===== config.mk =====
export PLATFORM = sky130hd
export DESIGN_NAME = instruction_fetch
export DESIGN_NICKNAME = d
export VERILOG_FILES = /design/src/rtl/instruction_fetch.sv
export SDC_FILE = /design/constraint.sdc
export NUM_CORES = 1
export LEC_CHECK = 0
export ABC_CLOCK_PERIOD_IN_PS = 3000
export CAP_MARGIN = 20
export CORE_MARGIN = 8
export CORE_UTILIZATION = 50
export CTS_CLUSTER_SIZE = 8
export DETAILED_ROUTE_END_ITERATION = 8
export DONT_BUFFER_PORTS = 1
export SETUP_SLACK_MARGIN = 0.15
export SLEW_MARGIN = 10
export SYNTH_ARGS = -nofsm -noshare
export SYNTH_HDL_FRONTEND = slang
export SYNTH_SLANG_ARGS = --single-unit

===== constraint.sdc =====
create_clock -name clk -period 3 [get_ports clk]
set_clock_uncertainty 0.15 [all_clocks]
set_input_delay 0.75 -clock clk [delete_from_list [all_inputs] [get_ports clk]]
set_output_delay 0.75 -clock clk [all_outputs]
set_load 0.01 [all_outputs]

===== src/rtl/instruction_fetch.sv =====
// Fetch stage between the Hack PC and a variable-latency instruction ROM.
// Issues one read at a time and queues {address, instruction} pairs for decode.
module instruction_fetch #(
  parameter int unsigned DEPTH  = 2,
  parameter int unsigned ADDR_W = 15
) (
  input  logic              clk,
  input  logic              reset,
  input  logic [15:0]       pc_addr_i,
  input  logic              jump_i,
  output logic              pc_inc_o,
  output logic              rom_req_o,
  output logic [ADDR_W-1:0] rom_addr_o,
  input  logic              rom_gnt_i,
  input  logic              rom_rvalid_i,
  input  logic [15:0]       rom_data_i,
  output logic [15:0]       instr_o,
  output logic [15:0]       instr_addr_o,
  output logic              instr_valid_o,
  input  logic              instr_ready_i
);

  localparam int unsigned CntW = $clog2(DEPTH + 1);
  // One spare bit so occupancy plus outstanding never wraps.
  typedef logic [CntW:0] cnt_t;

  typedef enum logic [1:0] {StIdle, StReq, StWait} state_e;

  state_e             state_q, state_d;
  logic [15:0]        req_addr_q, req_addr_d;
  logic               drop_q, drop_d;
  logic [15:0]        data_q [DEPTH];
  logic [15:0]        data_d [DEPTH];
  logic [15:0]        addr_q [DEPTH];
  logic [15:0]        addr_d [DEPTH];
  logic [DEPTH-1:0]   vld_q, vld_d;

  cnt_t count;
  cnt_t wr_idx;
  logic outstanding, credit, room_after, pop, push;

  always_comb begin
    count = '0;
    for (int i = 0; i < int'(DEPTH); i++) begin
      count = count + cnt_t'(vld_q[i]);
    end
  end

  assign pop         = vld_q[0] & instr_ready_i;
  assign outstanding = (state_q != StIdle);
  assign credit      = (count + cnt_t'(outstanding)) < cnt_t'(DEPTH);
  assign room_after  = (count + cnt_t'(1) - cnt_t'(pop)) < cnt_t'(DEPTH);
  assign wr_idx      = count - cnt_t'(pop);

  always_comb begin
    state_d    = state_q;
    req_addr_d = req_addr_q;
    drop_d     = drop_q;
    push       = 1'b0;
    rom_req_o  = 1'b0;
    unique case (state_q)
      StIdle: begin
        if (credit && !jump_i) begin
          req_addr_d = pc_addr_i;
          state_d    = StReq;
        end
      end
      StReq: begin
        rom_req_o = 1'b1;
        if (rom_gnt_i) begin
          // A jump racing the grant leaves one response to swallow.
          drop_d  = jump_i;
          state_d = StWait;
        end else if (jump_i) begin
          state_d = StIdle;
        end
      end
      StWait: begin
        if (rom_rvalid_i) begin
          drop_d  = 1'b0;
          state_d = StIdle;
          if (!drop_q && !jump_i) begin
            push = 1'b1;
            if (room_after) begin
              req_addr_d = pc_addr_i;
              state_d    = StReq;
            end
          end
        end else if (jump_i) begin
          drop_d = 1'b1;
        end
      end
      default: state_d = StIdle;
    endcase
  end

  assign pc_inc_o   = rom_req_o & rom_gnt_i & ~jump_i;
  assign rom_addr_o = req_addr_q[ADDR_W-1:0];

  // Shift-register FIFO: entry 0 is the head, so the outputs come straight from flops.
  always_comb begin
    data_d = data_q;
    addr_d = addr_q;
    vld_d  = vld_q;
    if (pop) begin
      for (int i = 0; i < int'(DEPTH) - 1; i++) begin
        data_d[i] = data_q[i+1];
        addr_d[i] = addr_q[i+1];
        vld_d[i]  = vld_q[i+1];
      end
      vld_d[DEPTH-1] = 1'b0;
    end
    for (int i = 0; i < int'(DEPTH); i++) begin
      if (push && (cnt_t'(i) == wr_idx)) begin
        data_d[i] = rom_data_i;
        addr_d[i] = req_addr_q;
        vld_d[i]  = 1'b1;
      end
    end
    if (jump_i) begin
      vld_d = '0;
    end
  end

  always_ff @(posedge clk) begin
    if (reset) begin
      state_q    <= StIdle;
      req_addr_q <= '0;
      drop_q     <= 1'b0;
      vld_q      <= '0;
      for (int i = 0; i < int'(DEPTH); i++) begin
        data_q[i] <= '0;
        addr_q[i] <= '0;
      end
    end else begin
      state_q    <= state_d;
      req_addr_q <= req_addr_d;
      drop_q     <= drop_d;
      vld_q      <= vld_d;
      for (int i = 0; i < int'(DEPTH); i++) begin
        data_q[i] <= data_d[i];
        addr_q[i] <= addr_d[i];
      end
    end
  end

  assign instr_o       = data_q[0];
  assign instr_addr_o  = addr_q[0];
  assign instr_valid_o = vld_q[0];

endmodule


==> key figures <==
Worst setup path
  – Critical R2R Launch: vld_q[0]
  – Worst Path Max Fanout: 7
  – Worst setup path start: state_q[0]
  – Worst setup EP type: primary output
  – R2r setup slk: ~0.67 ns
  – CP required: around 2.1 ns
  – WP data arrival: 1.52 ns
  – Setup crit start kind: flip-flop
  – CP Class: reg -> out

Floorplanning
  – FP Rows: 34
  – Die width: approximately 110 microns
  – Top-level port count: 88
  – Core footprint: a little under 0.009 sq mm
  – Die Ht: 110 microns
  – Die area: between 0.01 and 0.015 sq mm
  – Initial Util: 51.4%

Power
  – Pwr dens: about 500 mW/mm^2
  – Power share of the clock group: about two fifths
  – Internal: 1.69 mW
  – Comb power frac: 4.7%
  – LEAKAGE: 2.09 nW
  – Total power: 2.15 mW
  – Psw: 461 uW
  – Power share of the sequential group: between 50% and 60%
  – Max VDD drop: 0.000245 V
  – Sw frac: 21.4%

Clock network
  – Setup Fix Bufs, Post-CTS: 0
  – H-tree levels: 3
  – Clock Pin Slew Worst Setup and Hold Paths: 0.09 ns
  – Clock buffer count from CTS: 9
  – TritonCTS clock tree: built
  – Maximum clock path buffer count: 2
  – Clock root buffer: clkbuf_8
  – CTS Sinks: 85
  – Post-cts resize count: 0
  – Hold_buf cts: 0
  – Skew-Pair Late Insertion Delay: approximately 0.34 ns

Route
  – WL/cell: 16.8 microns
  – Vias post-DR: 2766
  – Avg Vias per Cell: 5.41
  – Remaining antenna violation count: 0
  – WL final: 8570 microns
  – First DRT Iteration DRCs: 128
  – DRC: 0
  – TritonRoute pass-1 iters: 4

Yosys
  – Synth cell count leaders: 85 x dfxtp_1, 80 x mux2i_1, 80 x nand2b_1
  – Synthesis Warnings: 0
  – Synth cell types: 28
  – Synthesized Nets: roughly 510
  – Area contributors post-synth: dfxtp_1 38%, mux2i_1 18%, nand2b_1 11%
  – Ys flop type: dfxtp_1
  – Top-count cell post-synth: dfxtp_1
  – Asr flop ratio synth: 0%
  – Register area share after synthesis: 38.1%
  – Post-Synthesis Cells: about 470
  – Synth Cell Area: 0.00446 sq mm
  – Yosys top cell area share: 38.1%
  – Avg Cell Area, Syn: 9.59 sq um
  – Post-synth EDFFs: 0
  – Post-synth top area cell: dfxtp_1
  – Register bit total from synthesis: 85

Timing
  – RSZ-0062 raised after global routing: false
  – Least-Margin Pin Slew: between 0.7 and 0.8 ns
  – Rel. slew slack: roughly 47%
  – Final-report max-slew violation count: 0
  – Count of final setup violators: 0
  – Fmax: 413 MHz
  – Sum Neg Setup Slack: 0 ns
  – Post-layout min period: 2.42 ns
  – Final Hold Viols: 0
  – Hold WS: 0.321 ns
  – Final worst-path cycle share: 80.6%

Placed design
  – DP HPWL: 5420 microns
  – Routability Congestion: a little over 0.7
  – Dpl cells: 496
  – Area of placed instances: 0.00413 sq mm
  – PortBufs: 0

Global routing
  – Largest net degree at the start of global routing: 118
  – Grt total ovfl: 0
  – Initial antenna violation count: 0
  – Number of global-route vias before repair: 2768
  – Overall Global Routing Usage: approximately 14%
  – First-pass GRT wire length: 14600 microns

Hold path
  – Worst hold start: addr_q[3]
  – Hold Path Class: reg -> reg

Run status
  – Status: finished, final reports clean

Layout
  – Design Area, Final: 0.00434 sq mm
  – Final std cells w/o fill: 511
  – # nets final: 441
  – Fraction of layout cells with a size suffix above 1: 5.71%
  – # diodes: 0
  – Area grow syn2layout: -2.66%

Job
  – Max Cap Viol: 0
[power by group through the flow]
stage / Sequential, mW / Combinational, mW / Clock [mW]
3_5_place_dp: 1.20 / 0.103 / 0
4_1_cts: 1.17 / 0.103 / 0.909
3_3_place_gp: 1.20 / 0.101 / 0
6_report: 1.17 / 0.101 / 0.880
5_1_grt: 1.18 / 0.111 / 0.961
2_1_floorplan: 1.18 / 0.149 / 0
[layout by cell type (no fill, tap or decap), types with 2 or more instances in the layout]
cell type  count
a211oi_1       3
a21boi_0      32
a21oi_1        2
and3_1        33
buf_4          7
bufinv_16      2
clkbuf_8      10
dfxtp_1       84
ha_1           3
inv_1          5
mux2i_1       80
nand2_1        4
nand2b_1      80
nor2_1         6
nor2b_1        3
o21ai_0        3
o21bai_1      32
[cell families (layout without fill, tap and decap cells)]
group | count (synthesis) | in the layout | share of synthesized area (%)
compound gates | 75 | 75 | 12.3
simple gates | 132 | 132 | 18.2
buf+inv | 89 | 27 | 12.1
fa+ha+maj | 4 | 4 | 1.29
mux | 80 | 80 | 18.0
flops | 85 | 85 | 38.1
[path summary, 6_finish.rpt]
check	to	cells after the start
worst max-delay path	pc_inc_o	3
worst max register to register	instr_o[1]	7
worst min-delay path	addr_q[3]	2
worst min register to register	addr_q[3]	2
[worst max-delay path, cell delays in order, from the launching register on]
cell	delay (ns)
dfxtp_1	0.43
nor2b_1	0.42
nand2_1	0.13
nor2_1	0.20
[area by class of cell]
cell class	instances	area, sq um
tap	108	135
fill	831	4340
sequential	85	1700
timing repair buffer	7	52.6
multi-input combinational	291	2220
clock buffer	11	141
clock inverter	4	72.6
inverter	5	18.8
[through the flow]
stage / utilization [%] / worst slack (ns)
6_report: 50.0 / 0.582
5_1_grt: 50.0 / 0.418
4_1_cts: 50.0 / 0.562
3_5_place_dp: 47.6 / 0.426
3_3_place_gp: 47.6 / 0.478
2_1_floorplan: - / 0.363
[sequential cells by signal (all words and copies together) (netlist names)]
register      flops
vld_q             2
state_q           2
req_addr_q       16
addr_q           16
instr_o          16
data_q           16
drop_q            1
instr_addr_o     16
[routing by layer]
layer / global-route usage (%) / vias to the layer above / wire, microns
li1: - / 1402 / -
met1: 17.8 / 1299 / 4170
met2: 21.1 / 61 / 3770
met3: 5.90 / 4 / 578
met4: 4.23 / 0 / 55
met5: 0 / - / 0
Note: power is estimated with default switching activity, not from simulation.
